--- src/rtl/hub_sys_n.sv ---
// hub_sys_n: hub "sys" op executor.
// A rotating slot pointer selects the cog allowed to issue a sys op.
// The block keeps cog run enables, the lock pool (alloc map, state, owner)
// and the clock config. It returns a result, a carry and a one-hot ack to
// the requester.
module hub_sys_n #(
    parameter int NCOG  = 8,
    parameter int NLOCK = 8,
    localparam int CW = $clog2(NCOG),
    localparam int LW = $clog2(NLOCK),
    localparam int QW = (CW > LW) ? CW : LW
) (
    input  logic            clk_cog,
    input  logic            nres,
    input  logic            ena_bus,
    input  logic            bus_e,
    input  logic [2:0]      bus_op,
    input  logic [31:0]     bus_d,
    output logic [CW-1:0]   slot,
    output logic [NCOG-1:0] ack,
    output logic [QW-1:0]   sys_q,
    output logic            sys_c,
    output logic [NCOG-1:0] cog_ena,
    output logic [NCOG-1:0] ptr_w,
    output logic [26:0]     ptr_d,
    output logic [7:0]      cfg
);

    localparam logic [2:0] OP_CLKSET  = 3'd0;
    localparam logic [2:0] OP_COGID   = 3'd1;
    localparam logic [2:0] OP_COGINIT = 3'd2;
    localparam logic [2:0] OP_COGSTOP = 3'd3;
    localparam logic [2:0] OP_LOCKNEW = 3'd4;
    localparam logic [2:0] OP_LOCKRET = 3'd5;
    localparam logic [2:0] OP_LOCKSET = 3'd6;
    localparam logic [2:0] OP_LOCKCLR = 3'd7;

    // Lowest index of a clear bit in the cog map (0 when the map is full).
    function automatic logic [CW-1:0] cog_first_clear(input logic [NCOG-1:0] map);
        logic [CW-1:0] idx;
        idx = '0;
        for (int i = NCOG - 1; i >= 0; i--) begin
            if (!map[i]) begin
                idx = CW'(i);
            end else begin
                idx = idx;
            end
        end
        return idx;
    endfunction

    // Lowest index of a clear bit in the lock map (0 when the map is full).
    function automatic logic [LW-1:0] lock_first_clear(input logic [NLOCK-1:0] map);
        logic [LW-1:0] idx;
        idx = '0;
        for (int i = NLOCK - 1; i >= 0; i--) begin
            if (!map[i]) begin
                idx = LW'(i);
            end else begin
                idx = idx;
            end
        end
        return idx;
    endfunction

    // State registers
    logic [CW-1:0]              slot_q,       slot_d;
    logic [NCOG-1:0]            cog_e_q,      cog_e_d;
    logic [NCOG-1:0]            cog_ena_q,    cog_ena_d;
    logic [NLOCK-1:0]           lock_e_q,     lock_e_d;
    logic [NLOCK-1:0]           lock_state_q, lock_state_d;
    logic [NLOCK-1:0][CW-1:0]   owner_q,      owner_d;
    logic [7:0]                 cfg_q,        cfg_d;
    logic [NCOG-1:0]            ack_q,        ack_d;
    logic [NCOG-1:0]            ptr_w_q,      ptr_w_d;
    logic [26:0]                ptr_d_q,      ptr_d_d;
    logic [QW-1:0]              sys_q_q,      sys_q_d;
    logic                       sys_c_q,      sys_c_d;

    // Decoded request fields
    logic            exec_s;
    logic [CW-1:0]   req_s;
    logic [CW-1:0]   cog_id_s;
    logic [LW-1:0]   lock_id_s;
    logic            new_flag_s;
    logic [CW-1:0]   cog_newx_s;
    logic            cog_all_s;
    logic [LW-1:0]   lock_newx_s;
    logic            lock_all_s;
    logic [NCOG-1:0] start_s;
    logic [CW-1:0]   cog_tgt_s;

    assign exec_s      = ena_bus & bus_e;
    assign req_s       = slot_q;
    assign cog_id_s    = bus_d[CW-1:0];
    assign lock_id_s   = bus_d[LW-1:0];
    assign new_flag_s  = bus_d[4];
    assign cog_newx_s  = cog_first_clear(cog_e_q);
    assign cog_all_s   = &cog_e_q;
    assign lock_newx_s = lock_first_clear(lock_e_q);
    assign lock_all_s  = &lock_e_q;

    // Next-state: slot rotation, op execution and one-cycle strobes.
    always_comb begin
        slot_d       = ena_bus ? (slot_q + CW'(1)) : slot_q;
        cog_e_d      = cog_e_q;
        lock_e_d     = lock_e_q;
        lock_state_d = lock_state_q;
        owner_d      = owner_q;
        cfg_d        = cfg_q;
        ptr_d_d      = ptr_d_q;
        sys_q_d      = sys_q_q;
        sys_c_d      = sys_c_q;
        ack_d        = '0;
        start_s      = '0;
        cog_tgt_s    = new_flag_s ? cog_newx_s : cog_id_s;

        if (exec_s) begin
            ack_d[req_s] = 1'b1;
            case (bus_op)
                OP_CLKSET: begin
                    cfg_d   = bus_d[7:0];
                    sys_q_d = '0;
                    sys_c_d = cog_all_s;
                end
                OP_COGID: begin
                    sys_q_d = QW'(req_s);
                    sys_c_d = 1'b0;
                end
                OP_COGINIT: begin
                    if (new_flag_s && cog_all_s) begin
                        // No free cog: report failure, start nothing.
                        sys_q_d = QW'(NCOG - 1);
                        sys_c_d = 1'b1;
                    end else begin
                        cog_e_d[cog_tgt_s] = 1'b1;
                        start_s[cog_tgt_s] = 1'b1;
                        ptr_d_d            = bus_d[31:5];
                        sys_q_d            = QW'(cog_tgt_s);
                        sys_c_d            = 1'b0;
                    end
                end
                OP_COGSTOP: begin
                    cog_e_d[cog_id_s] = 1'b0;
                    // Locks owned by the stopped cog are released with it.
                    for (int i = 0; i < NLOCK; i++) begin
                        lock_e_d[i]     = (owner_q[i] == cog_id_s) ? 1'b0 : lock_e_q[i];
                        lock_state_d[i] = (owner_q[i] == cog_id_s) ? 1'b0 : lock_state_q[i];
                    end
                    sys_q_d = QW'(cog_id_s);
                    sys_c_d = 1'b0;
                end
                OP_LOCKNEW: begin
                    if (lock_all_s) begin
                        sys_q_d = QW'(NLOCK - 1);
                        sys_c_d = 1'b1;
                    end else begin
                        lock_e_d[lock_newx_s]     = 1'b1;
                        lock_state_d[lock_newx_s] = 1'b0;
                        owner_d[lock_newx_s]      = req_s;
                        sys_q_d                   = QW'(lock_newx_s);
                        sys_c_d                   = 1'b0;
                    end
                end
                OP_LOCKRET: begin
                    lock_e_d[lock_id_s] = 1'b0;
                    sys_q_d             = QW'(lock_id_s);
                    sys_c_d             = 1'b0;
                end
                OP_LOCKSET: begin
                    sys_c_d                 = lock_state_q[lock_id_s];
                    lock_state_d[lock_id_s] = 1'b1;
                    sys_q_d                 = QW'(lock_id_s);
                end
                OP_LOCKCLR: begin
                    sys_c_d                 = lock_state_q[lock_id_s];
                    lock_state_d[lock_id_s] = 1'b0;
                    sys_q_d                 = QW'(lock_id_s);
                end
                default: begin
                    sys_c_d = sys_c_q;
                end
            endcase
        end else begin
            ack_d = '0;
        end

        ptr_w_d = start_s;
        // A started cog is held off for one slot period, then runs.
        cog_ena_d = ena_bus ? (cog_e_d & ~start_s) : cog_ena_q;
    end

    // State update; reset leaves only cog 0 enabled.
    always_ff @(posedge clk_cog or negedge nres) begin
        if (!nres) begin
            slot_q       <= '0;
            cog_e_q      <= {{(NCOG-1){1'b0}}, 1'b1};
            cog_ena_q    <= '0;
            lock_e_q     <= '0;
            lock_state_q <= '0;
            owner_q      <= '0;
            cfg_q        <= 8'h00;
            ack_q        <= '0;
            ptr_w_q      <= '0;
            ptr_d_q      <= 27'h0;
            sys_q_q      <= '0;
            sys_c_q      <= 1'b0;
        end else begin
            slot_q       <= slot_d;
            cog_e_q      <= cog_e_d;
            cog_ena_q    <= cog_ena_d;
            lock_e_q     <= lock_e_d;
            lock_state_q <= lock_state_d;
            owner_q      <= owner_d;
            cfg_q        <= cfg_d;
            ack_q        <= ack_d;
            ptr_w_q      <= ptr_w_d;
            ptr_d_q      <= ptr_d_d;
            sys_q_q      <= sys_q_d;
            sys_c_q      <= sys_c_d;
        end
    end

    assign slot    = slot_q;
    assign ack     = ack_q;
    assign sys_q   = sys_q_q;
    assign sys_c   = sys_c_q;
    assign cog_ena = cog_ena_q;
    assign ptr_w   = ptr_w_q;
    assign ptr_d   = ptr_d_q;
    assign cfg     = cfg_q;

endmodule

--- config.mk ---
export PLATFORM = sky130hd
export DESIGN_NAME = hub_sys_n
export DESIGN_NICKNAME = d
export VERILOG_FILES = /design/src/rtl/hub_sys_n.sv
export SDC_FILE = /design/constraint.sdc
export NUM_CORES = 1
export LEC_CHECK = 0
export CAP_MARGIN = 10
export CORE_ASPECT_RATIO = 1.25
export CORE_MARGIN = 4
export CORE_UTILIZATION = 40
export CTS_CLUSTER_DIAMETER = 80
export DETAILED_ROUTE_END_ITERATION = 16
export PLACE_DENSITY_LB_ADDON = 0.12
export SYNTH_ARGS = -nofsm -noshare
export SYNTH_HDL_FRONTEND = slang
export SYNTH_SLANG_ARGS = --single-unit
--- constraint.sdc ---
create_clock -name clk_cog -period 4.8 [get_ports clk_cog]
set_clock_uncertainty 0.15 [all_clocks]
set_input_delay 0.72 -clock clk_cog [delete_from_list [all_inputs] [get_ports clk_cog]]
set_output_delay 0.72 -clock clk_cog [all_outputs]
set_load 0.005 [all_outputs]
# Yosys cells after proc, flatten, opt, wreduce, memory -nomap -nowiden
# Index checks and enable logic that the tools add are counted.
totals:
  reg_bits: 114
  in_bits: 39
  word_cells: 167
classes:
  n_addsub: 1
  n_lt_le_gt_ge: 8
  eq_ne: 24
  mux: 55
  bitwise_logic: 14
  reduce_logical: 32
ops:
  columns: ["cell", "count"]
  rows:
  - ["two-way mux 8 bit", 8]
  - ["AND reduction 4 bit", 16]
  - ["two-way mux 3 bit", 20]
  - ["AND 8 bit", 5]
  - ["case mux 8 bit (4 select lines)", 1]
  - ["bitwise mux 24 bit", 1]
  - ["equality test 3 bit", 8]
  - ["inverter 8 bit", 3]
  - ["OR 8 bit", 3]
  - ["case mux 8 bit (3 select lines)", 1]
  - ["inequality test 2 bit (second input constant)", 9]
  - ["less-than comparator 3 x 4 -> 1 bit (second input constant)", 4]
  - ["case mux 8 bit (2 select lines)", 1]
  - ["AND reduction 8 bit", 2]
  - ["two-way mux 1 bit", 15]
  - ["case mux 3 bit (5 select lines)", 1]
  - ["demux 1 bit (select 3 bit)", 4]
  - ["equality test 3 bit (second input constant)", 4]
  - ["greater-or-equal comparator 3 x 1 -> 1 bit (second input constant)", 4]
  - ["demux 3 bit (select 3 bit)", 1]
  - ["equality test 3 x 2 -> 1 bit (second input constant)", 2]
  - ["AND reduction 3 bit", 2]
  - ["logical AND 1 bit", 5]
  - ["case mux 1 bit (5 select lines)", 1]
  - ["other kinds (12)", 13]

# Logic depth before layout (Yosys ltp)
# Gate-level depths: netlist (run 1).
depth:
  word_depth: 18
  mapped_depth: 8
  mapped_depth_nobuf: 6

# Worst setup path before layout (run 1)
# No wires, ideal clock.
synth_timing:
  path_kind: "input port to flip-flop"
  start: "input port bus_op[0]"
  end: "register cog_ena_q[7], in the netlist cog_ena[7]"
  setup_ns: 0.120
  arrival_ns: 1.975
  slack_ns: 2.555
  cell_stages: 7
  path_cell_list: "buf_2 > nor3b_2 > nand2_1 > nor2_1 > buf_2 > nand4_1 > a31o_2"
synth_between:
  elab_chain_len: 5
  elab_cells_between_ends: 8
synth_rtl:
  columns: ["item", "line", "source"]
  rows:
  - ["from (decl)", "17", "input logic [2:0] bus_op,"]
  - ["equality test 3 x 2 -> 1 bit", "120", "case (bus_op)"]
  - ["two-way mux 8 bit", "120", null]
  - ["two-way mux 8 bit", "118", "if (exec_s) begin"]
  - ["inverter 8 bit", "190", "cog_ena_d = ena_bus ? (cog_e_d & ~start_s) : cog_ena_q;"]
  - ["AND 8 bit *", "190", null]
  - ["to (signal assigned)", "211", "cog_ena_q <= cog_ena_d;"]
  - ["to (decl)", "69", "logic [NCOG-1:0] cog_ena_q, cog_ena_d;"]
# Mark *: on every way between the ends. The rest lies on a longest branch, timed or not.
# A chain may end at the register's enable or synchronous reset.

# Worst setup path after layout (run 1)
layout_timing:
  start: "input port bus_op[1]"
  end: "register cog_ena_q[2], in the netlist cog_ena[2]"
layout_between:
  elab_cells_between_ends: 8
layout_rtl:
  columns: ["item", "line", "source"]
  rows:
  - ["equality test 3 x 2 -> 1 bit", "120", null]
  - ["case mux 8 bit (2 select lines) *", "120", null]
  - ["two-way mux 8 bit *", "118", null]
  - ["via cog_e_d[2]", "68", "logic [NCOG-1:0] cog_e_q, cog_e_d;"]
  - ["AND 8 bit *", "190", null]
# The timed path passes the listed nets; every way through them passes the cells marked *.

==> impl_metrics.ini, run 1 <==
[run_status]
status = finished, final reports clean

[setup_path]
cp.required_ps = 4950
arrival_ps = 3140
startpoint = bus_op[1]
r2r-end = owner_q[21]
ff2ff_setup_slack_ps = 2600
crit_path_end = cog_ena[2]
start_kind = input port
reg2regPathDepth = 4
critPathCaptureType = flop
r2r-start = lock_e_q[0]
cp_max_fo = 20
path_class = in2reg

[timing]
fin_setup_tns_ps = 0
rsz0062_at_grt = false
final-setup-viol-count = 0
slew_viol_final = 0
hold_viol = 0
relSlewSlack = 0.3658
max_freq_mhz = 334.5
final.min_clock_period_ps = 2989
tightestPinTransition_ps = 951.3
min_period_over_period = 0.6228

[clock_network]
cts.clk_slew.worst_paths_ps = 60
ctsHoldBuffers = 0
ctsResizeCount = 0
htree_levels = 4
postCtsSetupRepairBufs = 0
cts.sinks = 114
clk_latency_ps = 410
cts_root_buffer = clkbuf_16
cts_buffers = 17
cts_buffer_depth = 2
cts_tree = done

[route]
drtIter0Drc = 203
drt_first_pass_iters = 6
post_drt_via_cell_ratio = 5.425
routed-via-count = 4351
ant_nets = 0
wire_per_inst_um = 18.20
wl_um = 14600
drc = 0

[place]
gp_congestion = 0.9472
hpwlAfterDp_um = 10790
dp_cells = 770
io_buffers = 104

[yosys]
ys_types = 71
avgSynthCellArea_um2 = 11.00
synthFlopType = dfrtp_1
yosysSeqAreaShare = 0.5067
syn_nets = 552
netlist_area_um2 = 5633
synth-seq-cells = 114
synthCells = 512
yosys_warnings = 0
ys_async_sr_fraction = 1.000
synth_edf_count = 0

[cells_and_area]
syn2layout_area_growth_pct = 30.21
fin_nets = 654
postLayoutCoreUtil = 0.5310
layout-drive-gt1-share = 0.2073
finalNonFillerCells = 802
antenna_cells = 0

[die]
fp.dieW_um = 114.1
die_h_um = 140.7
start_util = 0.4078
row_count = 48
pin_count = 105
core_um2 = 13810
dieArea_um2 = 16060

[power]
clkPwrFrac = 0.367
ir_worst_vdd_uv = 235.0
power.leakage_uw = 0.003144
swShare = 0.2968
seq_power_share = 0.422
p_comb_frac = 0.210
power.density_nw_per_um2 = 419.9
p_int_uw = 2166
switchingPower_uw = 914.0

[hold_path]
hold_class = in2async

[flow_run]
maxCapViolations = 0

[global_route]
grt_max_degree = 77
grt_pass1_wl_um = 23940
antenna_found_initial = 0
grtUsageTotal = 0.1880
grt-ovfl-total = 0
grt_pass1_vias = 4542
-- synthesized netlist by cell type (5+ instances only) --
| cell | count | area (um2) |
|---|---|---|
| dfrtp_1 | 113 | 2828 |
| mux2_2 | 53 | 596.8 |
| nand2_1 | 34 | 127.6 |
| nor2_1 | 34 | 127.6 |
| a21oi_1 | 32 | 160.2 |
| o21ai_0 | 22 | 110.1 |
| inv_1 | 14 | 52.55 |
| nand3_1 | 14 | 70.07 |
| xor2_1 | 14 | 122.6 |
| nor3_1 | 13 | 65.06 |
| xnor2_1 | 13 | 113.9 |
| buf_2 | 12 | 60.06 |
| a31oi_1 | 10 | 62.56 |
| clkbuf_1 | 10 | 37.54 |
| a211oi_1 | 8 | 60.06 |
| nor2b_1 | 8 | 50.05 |
| mux2_4 | 7 | 105.1 |
| nand4_1 | 6 | 37.54 |
| nand2b_1 | 5 | 31.28 |
| o31ai_1 | 5 | 37.54 |
-- power groups by stage --
stage	clock network, uW	registers [uW]	logic (uW)
6_report	1130	1300	647
5_1_grt	1210	1330	702
4_1_cts	1160	1300	658
3_5_place_dp	0	1320	655
3_3_place_gp	0	1310	645
2_1_floorplan	0	1250	344
-- critical path, cell delays in order --
cell and delay [ps]:
clkdlybuf4s50_1 890, nand2_1 230, nor2_1 400, nand2_1 230
o21ai_0 300, o41ai_2 160, a22o_1 200
-- cells in the final DEF (no fill, tap or decap), types with 6 or more instances in the layout --
cell type | netlist | routed
dfrtp_1 | 113 | 113
clkdlybuf4s50_1 | 0 | 103
mux2_2 | 53 | 53
nand2_1 | 34 | 34
nor2_1 | 34 | 33
a21oi_1 | 32 | 32
o21ai_0 | 22 | 22
clkbuf_16 | 0 | 17
inv_1 | 14 | 14
nand3_1 | 14 | 14
xor2_1 | 14 | 14
nor3_1 | 13 | 13
xnor2_1 | 13 | 13
a31oi_1 | 10 | 10
nor2b_1 | 8 | 8
a211oi_1 | 8 | 8
buf_4 | 3 | 8
mux2_4 | 7 | 7
nand4_1 | 6 | 6
-- how the worst min path moves through the flow --
stage,slack [ps],to,cells past startpoint
finish,300,ptr_d[11],1
global route,360,cfg[7],1
CTS,340,ptr_d[11],1
detailed placement,330,cog_ena[5],2
global placement,320,cog_ena[6],2
floorplan,270,ack[0],0
-- metal layers --
layer | track usage | routed length [um] | share of wire | up-vias
met4 | 0.07255 | 340 | 0.023 | 0
met5 | 0 | 0 | 0 | -
met2 | 0.3035 | 7083 | 0.49 | 154
li1 | - | - | - | 2051
met1 | 0.2474 | 6492 | 0.44 | 2115
met3 | 0.03993 | 679 | 0.047 | 31
-- metrics by stage --
step,cell area [um2],setup slack (ps),power [uW],hold WS [ps]
CTS,7335,1819,3118,338.3
detailed placement,6798,1393,1975,325.7
global route,7335,1630,3242,363.8
finish,7335,1811,3080,301.4
floorplan,5633,2555,1593,274.4
global placement,6798,1412,1958,320.1
-- layout make-up --
class,count,area (um2)
clock buffer,17,425.4
clock inverter,15,111.4
fill,1268,6479
inverter,17,63.81
multi-input combinational,353,2570
sequential,114,2854
tap,175,219.0
timing repair buffer,111,1091
-- state kept, by name (all words and copies together) (netlist names) --
signal / flops
owner_q: 24
ack: 8
ptr_d: 27
sys_q: 3
lock_state_q: 8
sys_c: 1
cog_ena: 8
cog_e_q: 8
slot: 3
lock_e_q: 8
cfg: 8
ptr_w: 8
-- logic make-up after synthesis --
kind of cell / Yosys count / synth area share
AOI/OAI and AO/OA: 117 / 0.1428
xor gates and xnor gates: 27 / 0.04198
adders and majority gates: 1 / 0.002221
buffers and inverters: 45 / 0.03754
DFF: 114 / 0.5067
muxes: 63 / 0.1322
and+or+nand+nor: 145 / 0.1366
Power figures use the tool's default switching activity.
==> inputs of run 2 (changes only) <==
- clock period: 4.8 -> 3.02 ns (I/O delays scaled with it)
==> impl_metrics.ini, run 2 (synthesized netlist as in run 1, its figures left out) <==
[setup_path]
start_kind = flop
crit_cells = 1
ff2ff_setup_slack_ps = 820
startpoint = slot[1]
reg2regPathDepth = 4
crit_chain = clkdlybuf4s50_1
critPathCaptureType = output port
r2r-end = owner_q[21]
cp_top_family = flip-flops
crit_path_end = slot[1]
path_class = reg2out
cp.required_ps = 2420
cp_num_buf_inv = 1
critPathMaxStageDelay_ps = 740
arrival_ps = 1780
cp_max_fo = 17
r2r-start = lock_e_q[0]
cp_slowest_cell = dfrtp_1

[clock_network]
cts.sinks = 114
cts.clk_slew.worst_paths_ps = 60
ctsHoldBuffers = 1
ctsResizeCount = 0
cts_buffer_depth = 2
htree_levels = 4
cts_tree = done
cts_buffers = 17
clk_latency_ps = 400
cts_root_buffer = clkbuf_16
postCtsSetupRepairBufs = 0

[cells_and_area]
final_common_cell = dfrtp_1
finalNonFillerCells = 816
fin_nets = 668
antenna_cells = 0
layout_common_cells = dfrtp_1 (113), clkdlybuf4s50_1 (103), mux2_2 (53)
filler_cell_count = 1276
syn2layout_area_growth_pct = 33.21
layout-drive-gt1-share = 0.2231
largest_reg_flops = 27

[die]
pin_count = 105
core_um2 = 13810
row_count = 48
dieArea_um2 = 16060
fp.dieW_um = 114.1
die_h_um = 140.7
start_util = 0.4078

[route]
drt_first_pass_iters = 6
wl_um = 15300
post_drt_via_cell_ratio = 5.439
ant_nets = 0
wire_per_inst_um = 18.75
drtIter0Drc = 363
routed-via-count = 4438
drc = 0

[run_status]
status = finished, final reports clean

[timing]
rsz0062_at_grt = false
final.min_clock_period_ps = 2379
min_period_over_period = 0.7876
max_freq_mhz = 420.4
hold_viol = 0
fin_ws_ps = 641.5
tightestPinTransition_ps = 634.5
final-setup-viol-count = 0
relSlewSlack = 0.5770
fin_setup_tns_ps = 0
slew_viol_final = 0

[global_route]
grt-ovfl-total = 0
grt.busiest_layer = met2
globalRouteMet2Util = 0.3374
antenna_found_initial = 0
grt_max_degree = 49
grt_pass1_wl_um = 25210
use_met1 = 0.2542
grtUsageTotal = 0.1995
grtUsageMet3 = 0.04422
grt_pass1_vias = 4621

[power]
clkPwrFrac = 0.376
power.density_nw_per_um2 = 669.3
total_power_uw = 5022
power.leakage_uw = 0.003242
p_comb_frac = 0.219
switchingPower_uw = 1472
seq_power_share = 0.404
p_int_uw = 3550
swShare = 0.2931
ir_worst_vdd_uv = 502.3

[place]
gp_congestion = 0.9531
pre_cts_ws_ps = 304.3
hpwlAfterDp_um = 11310
io_buffers = 104
dp_cells = 783

[hold_path]
hold_class = reg2reg

[flow_run]
maxCapViolations = 0
## run 2: changes by cell type in the layout (fill, tap and decap cells not counted), sizes merged
cell         change
clkinv           +2
bufinv           +1
clkinvlp         -2
inv              -1
dlygate4sd3      +1
buf             +13
## run 2: through the flow
stage	utilization	area, um2	hold slack [ps]
after global placement	0.5019	6933	318.0
after floorplan	-	5633	7.409
final	0.5432	7503	333.5
after global routing	0.5432	7503	357.6
after CTS	0.5432	7503	332.0
after detailed placement	0.5019	6933	317.6
## run 2: how the worst min path moves through the flow
| stage | cells after the start | start | endpoint |
|---|---|---|---|
| after global routing | 2 | cog_ena[5] | cog_ena[5] |
| after CTS | 2 | cog_ena[5] | cog_ena[5] |
| after floorplan | 0 | nres | ack[0] |
| after detailed placement | 2 | cog_ena[5] | cog_ena[5] |
| after global placement | 1 | nres | ptr_d[10] |
| final | 2 | cog_ena[5] | cog_ena[5] |
## run 2: power by group through the flow
stage               Clock (uW)  Sequential, uW  Combinational [uW]
floorplan                    0            1990                 547
CTS                       1930            2030                1120
finish                    1890            2030                1100
global placement             0            2050                1100
global route              2010            2080                1200
detailed placement           0            2060                1110
## run 2: layer usage
| layer | part of all wire | vias up |
|---|---|---|
| li1 | - | 2079 |
| met1 | 0.42 | 2189 |
| met2 | 0.51 | 150 |
| met3 | 0.052 | 20 |
| met4 | 0.015 | 0 |
| met5 | 0 | - |
## run 2: cell type report
| class | count | area, um2 | area share |
|---|---|---|---|
| sequential | 114 | 2854 | 0.3804 |
| clock inverter | 15 | 135.1 | 0.01801 |
| multi-input combinational | 353 | 2570 | 0.3425 |
| clock buffer | 17 | 425.4 | 0.05669 |
| inverter | 17 | 63.81 | 0.008504 |
| tap | 175 | 219.0 | 0.02918 |
| timing repair buffer | 125 | 1236 | 0.1647 |
